## src/rtl/lcd_pixel_sink.sv

```systemverilog
// rtl/lcd_pixel_sink.sv - packs PPU pixels into framebuffer bytes via a write FIFO (option: LCD_SINK_PALETTE_EN)
module lcd_pixel_sink #(
  parameter logic [12:0] FB_BASE    = 13'h0000,
  parameter int          FIFO_DEPTH = 4
) (
  input  logic        clk,
  input  logic        rst,
  input  logic [1:0]  PX_OUT,
  input  logic        PX_valid,
  input  logic [1:0]  PPU_MODE,
  input  logic [7:0]  BGP,
  output logic        fb_we,
  output logic [12:0] fb_addr,
  output logic [7:0]  fb_wdata,
  input  logic        fb_ready,
  output logic        frame_done,
  output logic        overflow,
  output logic        short_line,
  input  logic        clr_status
);

  localparam int AW = (FIFO_DEPTH > 1) ? $clog2(FIFO_DEPTH) : 1;
  localparam logic [AW:0] DEPTH_C = FIFO_DEPTH[AW:0];
  localparam logic [7:0] LINE_PX = 8'd160;
  localparam logic [7:0] LINES   = 8'd144;

  typedef enum logic [1:0] {
    MODE_HBLANK = 2'd0,
    MODE_VBLANK = 2'd1,
    MODE_SCAN   = 2'd2,
    MODE_DRAW   = 2'd3
  } ppu_mode_t;

  ppu_mode_t   mode_q;
  ppu_mode_t   mode_in;
  logic [7:0]  x, y, part;
  logic [7:0]  x_n, y_n, part_n;
  logic [AW:0] count;
  logic [AW-1:0] wr_ptr, rd_ptr;
  logic [20:0] mem [FIFO_DEPTH];

  logic        capture, hblank_entry, vblank_entry;
  logic [1:0]  shade;
  logic [12:0] line_base, byte_addr;
  logic [7:0]  filled;
  logic        push, push_ok, pop, full, drop, cap_drop, short_set;
  logic [20:0] push_word;

  assign mode_in      = ppu_mode_t'(PPU_MODE);
  assign capture      = PX_valid && (mode_in == MODE_DRAW);
  assign hblank_entry = (mode_in == MODE_HBLANK) && (mode_q != MODE_HBLANK);
  assign vblank_entry = (mode_in == MODE_VBLANK) && (mode_q != MODE_VBLANK);

`ifdef LCD_SINK_PALETTE_EN
  assign shade = BGP[{PX_OUT, 1'b0} +: 2];
`else
  logic unused_bgp;
  assign unused_bgp = ^BGP;
  assign shade      = PX_OUT;
`endif

  // Byte address of the pixel group x currently falls in; 13-bit wrap is intended.
  assign line_base = FB_BASE + {5'd0, y} * 13'd40;
  assign byte_addr = line_base + {7'd0, x[7:2]};
  // Pixel x%4=0 lands in bits [7:6], x%4=3 in bits [1:0].
  assign filled    = part | ({6'd0, shade} << {~x[1:0], 1'b0});

  assign fb_we    = (count != '0);
  assign fb_addr  = mem[rd_ptr][20:8];
  assign fb_wdata = mem[rd_ptr][7:0];
  assign full     = (count == DEPTH_C);
  assign pop      = fb_we && fb_ready;
  assign push_ok  = push && (!full || pop);
  assign drop     = push && full && !pop;

  // Line/pixel bookkeeping: capture, line-end flush and frame restart.
  always_comb begin
    x_n       = x;
    y_n       = y;
    part_n    = part;
    push      = 1'b0;
    push_word = {byte_addr, filled};
    cap_drop  = 1'b0;
    short_set = 1'b0;
    if (vblank_entry) begin
      x_n    = 8'd0;
      y_n    = 8'd0;
      part_n = 8'd0;
    end else if (hblank_entry && (x != 8'd0)) begin
      if (x[1:0] != 2'd0) begin
        push      = 1'b1;
        push_word = {byte_addr, part};
      end
      part_n    = 8'd0;
      short_set = (x < LINE_PX);
      x_n       = 8'd0;
      y_n       = (y < LINES) ? y + 8'd1 : LINES;
    end else if (capture) begin
      if ((x >= LINE_PX) || (y >= LINES)) begin
        cap_drop = 1'b1;
      end else begin
        x_n = x + 8'd1;
        if (x[1:0] == 2'd3) begin
          push   = 1'b1;
          part_n = 8'd0;
        end else begin
          part_n = filled;
        end
      end
    end
  end

  // Position, partial byte and previous-mode registers.
  always_ff @(posedge clk or negedge rst) begin
    if (!rst) begin
      x          <= 8'd0;
      y          <= 8'd0;
      part       <= 8'd0;
      mode_q     <= MODE_SCAN;
      frame_done <= 1'b0;
    end else begin
      x          <= x_n;
      y          <= y_n;
      part       <= part_n;
      mode_q     <= mode_in;
      frame_done <= vblank_entry;
    end
  end

  // FIFO pointers and occupancy; a full FIFO still accepts a push when it pops.
  always_ff @(posedge clk or negedge rst) begin
    if (!rst) begin
      wr_ptr <= '0;
      rd_ptr <= '0;
      count  <= '0;
    end else begin
      if (push_ok) wr_ptr <= wr_ptr + 1'b1;
      if (pop)     rd_ptr <= rd_ptr + 1'b1;
      case ({push_ok, pop})
        2'b10:   count <= count + 1'b1;
        2'b01:   count <= count - 1'b1;
        default: count <= count;
      endcase
    end
  end

  // FIFO storage; contents are meaningless while count is zero.
  always_ff @(posedge clk) begin
    if (push_ok) mem[wr_ptr] <= push_word;
  end

  // Sticky status flags; a set event wins over a simultaneous clear.
  always_ff @(posedge clk or negedge rst) begin
    if (!rst) begin
      overflow   <= 1'b0;
      short_line <= 1'b0;
    end else begin
      if (cap_drop || drop) overflow <= 1'b1;
      else if (clr_status)  overflow <= 1'b0;
      if (short_set)        short_line <= 1'b1;
      else if (clr_status)  short_line <= 1'b0;
    end
  end

endmodule

```

## config.mk

```make
export PLATFORM = sky130hd
export DESIGN_NAME = lcd_pixel_sink
export DESIGN_NICKNAME = d
export VERILOG_FILES = /design/src/rtl/lcd_pixel_sink.sv
export SDC_FILE = /design/constraint.sdc
export NUM_CORES = 1
export LEC_CHECK = 0
export ABC_AREA = 1
export ABC_CLOCK_PERIOD_IN_PS = 3070
export CORE_UTILIZATION = 59
export DETAILED_ROUTE_END_ITERATION = 8
export GPL_TIMING_DRIVEN = 0
export PLACE_DENSITY_LB_ADDON = 0.25
export SYNTH_ARGS = -nofsm -noshare
export SYNTH_HDL_FRONTEND = slang
export SYNTH_SLANG_ARGS = --single-unit
export TNS_END_PERCENT = 1
```

## constraint.sdc

```tcl
create_clock -name clk -period 3.07 [get_ports clk]
set_input_delay 0.614 -clock clk [delete_from_list [all_inputs] [get_ports clk]]
set_output_delay 0.614 -clock clk [all_outputs]
set_load 0.02 [all_outputs]
```

---- Word-level counts from Yosys, hierarchy flattened ----
Memories as Yosys holds them, arrays and structs flattened.
Index checks and enable logic that the tools add are counted.
cells by class
  mux-type cells .......................... 33
  bitwise gates (word level) .............. 2
  shift operators ......................... 1
  $lt $le $gt $ge ......................... 4
  equal/unequal tests ..................... 8
  reduce and logical (&&, ||, !) cells .... 24
  add/subtract/negate cells ............... 7
  $mul .................................... 1
operator list
  operator                count
  $mux W8                 15
  $mux W1                 17
  $add A8 B1 Y8 const B   2
  $ge A8 B8 Y1 const B    2
  $lt A8 B8 Y1 const B    2
  $add A13 B6 Y13         1
  $reduce_bool A2 Y1      6
  $mul A8 B3 Y10 const B  1
  $logic_and A1 B1 Y1     8
  $or A8 B8 Y8            1
  $reduce_bool A8 Y1      1
  $shl A2 B3 Y8           1
  $eq A2 B2 Y1 const B    3
  $pmux W3 S2             1
  $reduce_bool A3 Y1      2
  $add A2 B1 Y2 const B   2
  $eq A2 B1 Y1 const B    2
  $add A3 B1 Y3 const B   1
  $eq A3 B3 Y1 const B    1
  $logic_or A1 B1 Y1      3
  $ne A3 B3 Y1 const B    1
  $sub A3 B1 Y3 const B   1
  $logic_not A1 Y1        2
  $logic_not A2 Y1        1
  other kinds (3)         3
word-level totals
  memories kept ........................... 1
  input bits .............................. 17
  bits in registers ....................... 36
  output and inout port bits .............. 25
  bits in writable memories ............... 84
memory list
  memory  depth  bits a word  read ports  clocked after memory_dff  wr ports  line  text
  mem     4      21           1           0                         1         40    logic [20:0] mem [FIFO_DEPTH];

---- Logic depth before layout (Yosys ltp) ----
Gate-level depths: netlist (run 1).
  depth in word-level cells ............... 10
  depth in mapped cells ................... 15
  depth with buffers taken out ............ 14

---- Worst setup path before layout (run 1) ----
No wires, ideal clock.
  kind .................................... reg-to-reg
  start ................................... register x[0]
  end ..................................... memory mem[0][0] (enable)
  arrival time ............................ 2167 ps
  clock period less this slack ............ 2565 ps
  cell stages (with the launch flop) ...... 11
  setup time .............................. 399 ps
  path slack .............................. 505 ps
  path through ............................ dfrtp_1 buf_2 inv_1 ha_1 nand2_1 nor2_4 nand2_4 nand3_4 nand2_2 nand2_2 nor2_1
on the way
  longest elaborated chain between the ends .. 9
  elaborated cells on any way between the ends .. 15
RTL lines
  item                                                  line     text
  start: declaration                                    36       logic [7:0] x, y, part;
  start signal: assignment                              122      x <= x_n;
  $ge A8 B8 Y1 / $eq A2 B2 Y1 (equally long branches)   99, 103
  $logic_or A1 B1 Y1 / $mux W1 (equally long branches)  99, 103
  $mux W1                                               99       if ((x >= LINE_PX) || (y >= LINES)) begin
  $mux W1                                               98       end else if (capture) begin
  $mux W1 *                                             89       end else if (hblank_entry && (x != 8'd0)) begin
  $mux W1 *                                             85       if (vblank_entry) begin
  $logic_and A1 B1 Y1 *                                 73       assign push_ok = push && (!full || pop);
  $mux W1 *                                             149      if (push_ok) mem[wr_ptr] <= push_word;
  $mux W1 (not written as such) *                       149
  end: declaration                                      40
Mark *: on every way between the ends. The rest lies on a longest branch, timed or not.

---- Worst setup path in the final report (run 1) ----
  start ................................... register rd_ptr[0]
  end ..................................... output fb_wdata[4]
on the way
  longest elaborated chain between the ends .. 1
RTL lines
  item                      line  text
  start: declaration        39    logic [AW-1:0] wr_ptr, rd_ptr;
  start signal: assignment  138   if (pop) rd_ptr <= rd_ptr + 1'b1;
  $mem_v2 Z4 W21            n/a
  end: declaration          14    output logic [7:0] fb_wdata,
Every way passes these cells.

==> results.cfg, run 1 <==
[run_status]
outcome = finished clean

[timing]
period_minus_slack_ps = 3023
hold_ws_ps = 189.1
skew_ps = 7.364
fmax_mhz = 330.8
setup_violations = 0
worst_pin_slew_ps = 829.6
relSlewSlack_pct = 44.70
hold_viol = 0
rsz0062_at_grt = yes
fin_tns_setup_ps = 0
min_period_over_period_pct = 98.46
slew_viol_final = 0
setup_slack_ps = 47.29

[power_and_ir_drop]
pwr-share-seq_pct = 33.3
power_density_nw_per_um2 = 883.7
p_clk_share_pct = 31.4
ir_drop_mv = 0.5028
p_sw_mw = 2.227
p_int_mw = 3.940
pwr-share-comb_pct = 35.3
power_leakage_nw = 2.936
total_power_mw = 6.167
sw_frac_of_total_pct = 36.11

[global_route]
grt_overflow = 0
gr-usage-all-layers_pct = 26.86
antenna_found_initial = 0
grt_pass1_wl_um = 20270
grt_max_degree = 37
grt_pass1_vias = 4170

[place]
placed_cells = 693
hpwl_um = 8123
dpl_cell_area_um2 = 6365
placement.io_buffers = 33
place_congestion = 0.8655
dp_slack_ps = 135.8

[critical_path]
cp_common_cell = clkbuf_2
crit_path_top_delay_cell = clkdlybuf4s50_1
cp-start-kind = register
arrival_ps = 2410
crit_type = reg -> out
reg2reg_depth = 12
reg2reg_to = mem[0][20]$_DFFE_PP_
reg2reg_from = y[3]$_DFFE_PN0P_
slowest_delay_ps = 640
endpoint_kind = primary output
cp_cell_sequence = clkbuf_2 -> inv_2 -> clkbuf_2 -> o21ai_0 -> o22ai_1 -> clkdlybuf4s50_1
crit_path_max_fanout = 10
crit_required_ps = 2460
r2r_slack_ps = 250

[clock_tree]
cts_buffer_depth = 2
clk_pin_slew_ps = 60
cts_sinks = 120
cts_buffers = 17
insertion_delay_ps = 530
cts_max_level = 4
cts_setup_buffers = 0
root_buffer = clkbuf_8
tritoncts = yes

[detailed_routing]
viasPerCell = 5.641
detailroute.via_count = 4090
wl_um = 12320
dr.pass1.iters = 5
drc = 0
drt_iter0_drc = 270
wl_per_cell_um = 16.99
antenna_left = 0

[synth]
yosys_warnings = 0
synth_top_area_share_pct = 43.62
ys_seq_area_share_pct = 59.22
netlist_instances = 527
synth_top_family_by_area = simple AND/OR/NAND/NOR gates
synth_edf_count = 84
synth_mux_area_share_pct = 0
synth_area_leader_cell = edfxtp_1
synthTopCellsByArea = edfxtp_1, dfrtp_1, ha_1
synthAdderAreaFrac_pct = 6.015
synth_compound_area_share_pct = 12.14
synth_area_um2 = 5783
ys.flop_type = edfxtp_1
synthesis.nets = 570
async_reset_ff_share_pct = 30.00
synthDistinctLibCells = 43
syn_avg_cell_area_um2 = 10.97
synthSimpleGateAreaFrac_pct = 14.60
ys_ff_latch = 120
synth_xor_area_share_pct = 2.704

[finish]
fin_util_pct = 74.47
drive_above_1_share_pct = 17.62
diodes = 0
layout.nets = 626
stdcell_area_um2 = 6979
finalNonFillerCells = 725
area_growth_pct = 20.68

[flow_run]
maxCapViolCount = 0

[die]
rows = 35
core_um2 = 9371
die_area_um2 = 10200
die_w_um = 101.0
io_pins = 42
die_h_um = 101.0
start_util_pct = 61.71

[hold_path]
hp-class = in -> async
power groups by stage:
stage	clock [mW]	combinational, mW	sequential, mW
after floorplan	0	1.34	2.06
after global placement	0	2.04	2.07
after detailed placement	0	2.13	2.08
after CTS	1.95	2.18	2.05
after global routing	2.02	2.37	2.07
final	1.94	2.17	2.06
placed cells by master (no fill, tap or decap), types with 24 or more instances in the layout:
master and instances:
inv_1 49, nand2_1 46, a21oi_1 24, dfrtp_1 35
o22ai_1 24, clkdlybuf4s50_1 25, edfxtp_1 84, o21ai_0 54
nor2_1 58
registers in the layout, indices dropped and copies added, names as in the netlist:
signal      flops
part            8
x               8
mem            84
short_line      1
y               8
count           3
frame_done      1
mode_q          2
overflow        1
wr_ptr          2
rd_ptr          2
final cells by class:
class                   instances  area (um2)
flip-flops and latches        120        3425
inverters                      60       231.5
repair buffers                 37       420.4
clock buffers                  18       417.9
plain buffers                  17       98.84
multi-input cells             330        2061
well taps                     129       161.4
clock inverters                14       163.9
fillers                       629        2392
Yosys cell counts (2+ instances only):
library cell   n
xnor2_1        2
o21ai_2        9
clkbuf_1      11
dfrtp_1       35
a21oi_1       24
xor2_1        14
nor2_2         3
inv_2          6
nand2_4        6
nor2_4         2
nand2_2        5
fa_1           3
nand2_1       46
nor2_1        62
nand3_1       23
inv_1         50
o22ai_1       24
o21ai_1        2
nand4_1        7
nand3_4        2
o21ai_0       54
clkinv_1       2
buf_2          4
nand3_2        5
edfxtp_1      84
a31oi_1        3
ha_1          23
routing by layer:
| metal | vias up | global-route usage (%) | wire length, um |
|---|---|---|---|
| met2 | 137 | 45.73 | 6227 |
| met3 | 28 | 6.241 | 671 |
| met4 | 0 | 12.60 | 279 |
| met1 | 1970 | 32.49 | 5141 |
| li1 | 1955 | - | - |
| met5 | - | 0 | 0 |
how the worst max path moves through the flow:
stage / startpoint / to / slack, ps / cells past startpoint
after global routing: rd_ptr[0]$_DFFE_PN0P_ / fb_wdata[4] / -2 / 6
after CTS: rd_ptr[1]$_DFFE_PN0P_ / fb_addr[5] / 20 / 5
after detailed placement: PPU_MODE[1] / mem[3][2]$_DFFE_PP_ / 140 / 8
after floorplan: x[0]$_DFFE_PN0P_ / mem[0][0]$_DFFE_PP_ / 500 / 10
final: rd_ptr[0]$_DFFE_PN0P_ / fb_wdata[4] / 50 / 6
after global placement: PPU_MODE[1] / mem[3][19]$_DFFE_PP_ / -720 / 7
critical path: cells and delay by family, from the launching register on:
| family | cells | cell delay, ps |
|---|---|---|
| flops | 1 | 370 |
| buf+inv | 4 | 1220 |
| compound gates | 2 | 280 |
repair_timing:
action	4_1_cts	5_1_grt
gates cloned	0	0
resized for setup	13	14
endpoints found under the setup margin	21	18
hold buffers	0	0
logic make-up after synthesis:
group,count (synthesis)
and+or+nand+nor,165
AOI/OAI and AO/OA,122
DFF,120
buffers and inverters,77
adders and majority gates,26
xor gates and xnor gates,17
(Power assumes the default switching activity.)
==> inputs of run 2 (changes only) <==
- CORE_UTILIZATION: 59 -> 45
==> run 2 against run 1 <==
Power down 0.70%. Critical path depth fell by 1. Sequential power barely moved. Clock skew grew 6.0 ps. Via count decreased by 2.4%. Global-route usage shrank 7.2 points. Utilization down 19 points. Fmax increased by 0.15%. Register-to-register slack improved by 50 ps. Final area is 0.59% higher. Critical path type unchanged. Highest routed layer unchanged.
==> results.cfg, run 2 (same netlist as run 1, synthesis figures left out) <==
[detailed_routing]
detailroute.via_count = 3990
wl_per_cell_um = 15.53
drc = 0
viasPerCell = 5.195
wl_um = 11930
antenna_left = 0
drt_iter0_drc = 315
dr.pass1.iters = 5

[clock_tree]
cts_buffer_depth = 2
cts_max_level = 4
ctsResizeCount = 5
clk_pin_slew_ps = 60
cts_buffers = 17
root_buffer = clkbuf_16
tritoncts = yes
cts_setup_buffers = 0
insertion_delay_ps = 410
cts_sinks = 120
ctsHoldBuffers = 0

[power_and_ir_drop]
sw_frac_of_total_pct = 35.21
ir_drop_mv = 0.3317
power_leakage_nw = 2.879
pwr-share-seq_pct = 33.4
pwr-share-comb_pct = 35.4
p_int_mw = 3.968
p_sw_mw = 2.156
power_density_nw_per_um2 = 872.3
total_power_mw = 6.124
p_clk_share_pct = 31.3

[critical_path]
critical-path-top-delay-family = buffers and inverters
r2r_slack_ps = 300
crit_path_max_fanout = 10
crit_path_top_delay_cell = clkdlybuf4s50_1
timing.critical_path.buf_inv = 3
reg2reg_to = mem[3][20]$_DFFE_PP_
cp_cell_sequence = inv_1 -> clkbuf_1 -> o21ai_0 -> o22ai_1 -> clkdlybuf4s50_1
cp-start-kind = register
reg2reg_from = y[3]$_DFFE_PN0P_
arrival_ps = 2400
crit_required_ps = 2460
cp.depth = 5
crit_type = reg -> out
slowest_delay_ps = 660
endpoint_kind = primary output
reg2reg_depth = 12

[timing]
hold_ws_ps = 309.4
worst_pin_slew_ps = 854.8
setup_slack_ps = 51.67
slew_viol_final = 0
hold_viol = 0
rsz0062_at_grt = yes
period_minus_slack_ps = 3018
relSlewSlack_pct = 43.01
min_period_over_period_pct = 98.32
fmax_mhz = 331.3
setup_violations = 0
skew_ps = 13.38

[die]
die_area_um2 = 13310
die_h_um = 115.4
rows = 41
die_w_um = 115.4
core_um2 = 12570
io_pins = 42
start_util_pct = 46.01

[global_route]
grt_max_degree = 37
grt_overflow = 0
gr-usage-all-layers_pct = 19.68
grt_pass1_wl_um = 19410
antenna_found_initial = 0
grt_pass1_vias = 3949

[finish]
nFillCells = 1069
finalNonFillerCells = 768
layout.nets = 626
seq_area_um2 = 3425
diodes = 0
drive_above_1_share_pct = 16.95
area_growth_pct = 21.40
final_common_cell = edfxtp_1
largest_reg_flops = 84
multiInputGateArea_um2 = 2067
final_cell_mix = edfxtp_1, nor2_1, o21ai_0
stdcell_area_um2 = 7020
top_register = mem

[place]
placement.io_buffers = 33
dp_slack_ps = 66.94
placed_cells = 736
hpwl_um = 7942
dpl_cell_area_um2 = 6419
place_congestion = 0.8029

[run_status]
outcome = finished clean

[hold_path]
hp-class = in -> async

[flow_run]
maxCapViolCount = 0
-- run 2: worst max path at each step --
stage / start / end / slack, ps
after CTS: rd_ptr[0]$_DFFE_PN0P_ / fb_addr[6] / 4
final: rd_ptr[1]$_DFFE_PN0P_ / fb_addr[6] / 50
after global routing: rd_ptr[1]$_DFFE_PN0P_ / fb_addr[3] / -8
after global placement: PPU_MODE[1] / mem[0][2]$_DFFE_PP_ / -850
after floorplan: x[0]$_DFFE_PN0P_ / mem[0][0]$_DFFE_PP_ / 500
after detailed placement: PPU_MODE[1] / mem[3][2]$_DFFE_PP_ / 70
-- run 2: area by class of cell --
cell class | instances | share of cell area, %
Sequential cell | 120 | 48.78
Inverter | 60 | 3.297
Clock buffer | 17 | 6.060
Timing Repair Buffer | 37 | 5.881
Buffer | 17 | 1.319
Multi-Input combinational cell | 330 | 29.44
Clock inverter | 15 | 2.156
Tap cell | 172 | 3.065
-- run 2: power groups by stage --
| stage | Clock (mW) | Sequential (mW) | Combinational [mW] |
|---|---|---|---|
| after floorplan | 0 | 2.06 | 1.34 |
| after global placement | 0 | 2.07 | 2.08 |
| after detailed placement | 0 | 2.08 | 2.15 |
| after CTS | 1.94 | 2.05 | 2.17 |
| after global routing | 2.00 | 2.06 | 2.39 |
| final | 1.91 | 2.04 | 2.17 |
-- run 2: through the flow --
stage / util [%] / TNS (ps)
2_1_floorplan: - / 0
3_3_place_gp: 50.35 / -66200
3_5_place_dp: 51.07 / 0
4_1_cts: 55.71 / 0
5_1_grt: 55.86 / -8.448
6_report: 55.86 / 0
-- run 2: per-layer routing --
metal	global-route usage, %	share of wire (%)	vias to the layer above
met5	0	0	-
met4	6.320	0.91	0
met3	4.850	5.2	10
met2	32.57	50	105
met1	25.47	44	1924
li1	-	-	1951
==> inputs of run 3 (changes only) <==
- CAP_MARGIN: not set -> 20
==> run 3 against run 2 <==
Flip-flop and latch count unchanged. Final area is the same. Sequential power hardly changed. Non-clock buffer count unchanged. Critical path type unchanged. Largest cell class unchanged. Highest routed layer unchanged.
==> results.cfg, run 3 (same netlist as run 1, synthesis figures left out) <==
[critical_path]
crit_type = reg -> out
cp-start-kind = register
reg2reg_from = y[3]$_DFFE_PN0P_
slowest_delay_ps = 660
crit_path_top_delay_cell = clkdlybuf4s50_1
arrival_ps = 2400
cp_cell_sequence = inv_1 -> clkbuf_1 -> o21ai_0 -> o22ai_1 -> clkdlybuf4s50_1
cp-startpoint = rd_ptr[1]$_DFFE_PN0P_
reg2reg_depth = 12
crit_required_ps = 2460
crit_path_max_fanout = 10
endpoint_kind = primary output

[finish]
multiInputGateArea_um2 = 2067
top_register = mem
area_growth_pct = 21.40
seq_area_um2 = 3425
nFillCells = 1069
diodes = 0
final_common_cell = edfxtp_1
stdcell_area_um2 = 7020
final_cell_mix = edfxtp_1, nor2_1, o21ai_0
layout.nets = 626
largest_reg_flops = 84
drive_above_1_share_pct = 16.95

[place]
place_congestion = 0.8029
placement.io_buffers = 33
hpwl_um = 7942
dpl_cell_area_um2 = 6419

[detailed_routing]
antenna_left = 0
drt_iter0_drc = 315
wl_um = 11930
viasPerCell = 5.195
detailroute.via_count = 3990
wl_per_cell_um = 15.53
dr.pass1.iters = 5
drc = 0

[hold_path]
hp-class = in -> async

[timing]
skew_ps = 13.38
setup_violations = 0
worst_pin_slew_ps = 854.8
slew_viol_final = 0
period_minus_slack_ps = 3018
min_period_over_period_pct = 98.32
fmax_mhz = 331.3
relSlewSlack_pct = 43.01
hold_ws_ps = 309.4
hold_viol = 0
rsz0062_at_grt = yes

[power_and_ir_drop]
ir_drop_mv = 0.3317
power_leakage_nw = 2.879
power_density_nw_per_um2 = 872.3

[global_route]
gr-usage-all-layers_pct = 19.68
grt_pass1_wl_um = 19410
grt_overflow = 0
grt_pass1_vias = 3949
antenna_found_initial = 0
grt_max_degree = 37

[die]
io_pins = 42
die_w_um = 115.4
core_um2 = 12570
rows = 41
start_util_pct = 46.01
die_h_um = 115.4
die_area_um2 = 13310

[clock_tree]
insertion_delay_ps = 410
cts_buffers = 17
cts_sinks = 120
ctsHoldBuffers = 0
clk_pin_slew_ps = 60
cts_setup_buffers = 0
cts_max_level = 4
ctsResizeCount = 5
tritoncts = yes
root_buffer = clkbuf_16
cts_buffer_depth = 2

[run_status]
outcome = finished clean

[flow_run]
maxCapViolCount = 0
-- run 3: cell counts in the layout (fill, tap and decap cells not counted) --
Identical to the previous run, type by type.
-- run 3: cell type report --
type	instances	share of cell area (%)
Timing Repair Buffer	37	5.881
Multi-Input combinational cell	330	29.44
Clock inverter	15	2.156
Sequential cell	120	48.78
Clock buffer	17	6.060
Buffer	17	1.319
Tap cell	172	3.065
Inverter	60	3.297
-- run 3: worst max-delay path: cells and delay by family (launching register included) --
family          cells  cell delay (ps)
buf+inv             3             1180
compound gates      2              400
flops               1              410
-- run 3: final timing paths --
| kind | to | slack, ps |
|---|---|---|
| setup / recovery | fb_addr[6] | 50 |
| hold / removal | rd_ptr[1]$_DFFE_PN0P_ | 310 |
| setup reg to reg | mem[3][20]$_DFFE_PP_ | 300 |
| hold reg to reg | count[0]$_DFFE_PN0P_ | 500 |
| max in group asynchronous | x[3]$_DFFE_PN0P_ | 2210 |
| min in group clk | count[0]$_DFFE_PN0P_ | 500 |
-- run 3: where the power goes --
group / internal [mW] / leakage [nW] / switching (mW) / total (mW)
clock network: 1.19 / 0.282 / 0.721 / 1.91
registers: 1.95 / 1.25 / 0.0938 / 2.04
logic: 0.825 / 1.35 / 1.34 / 2.17
-- run 3: metal layers --
metal / vias to the layer above / share of wire [%] / track usage (%)
li1: 1951 / - / -
met1: 1924 / 44 / 25.47
met2: 105 / 50 / 32.57
met3: 10 / 5.2 / 4.850
met4: 0 / 0.91 / 6.320
met5: - / 0 / 0
-- run 3: through the flow --
stage / worst slack (ps) / utilization [%] / TNS [ps] / instances / power [mW]
final: 51.67 / 55.86 / 0 / 768 / 6.124
after detailed placement: 66.94 / 51.07 / 0 / 736 / 4.223
after CTS: 3.811 / 55.71 / 0 / 768 / 6.153
after global routing: -8.448 / 55.86 / -8.448 / 768 / 6.454
after floorplan: 504.6 / - / 0 / 527 / 3.394
after global placement: -851.1 / 50.35 / -66200 / 732 / 4.157
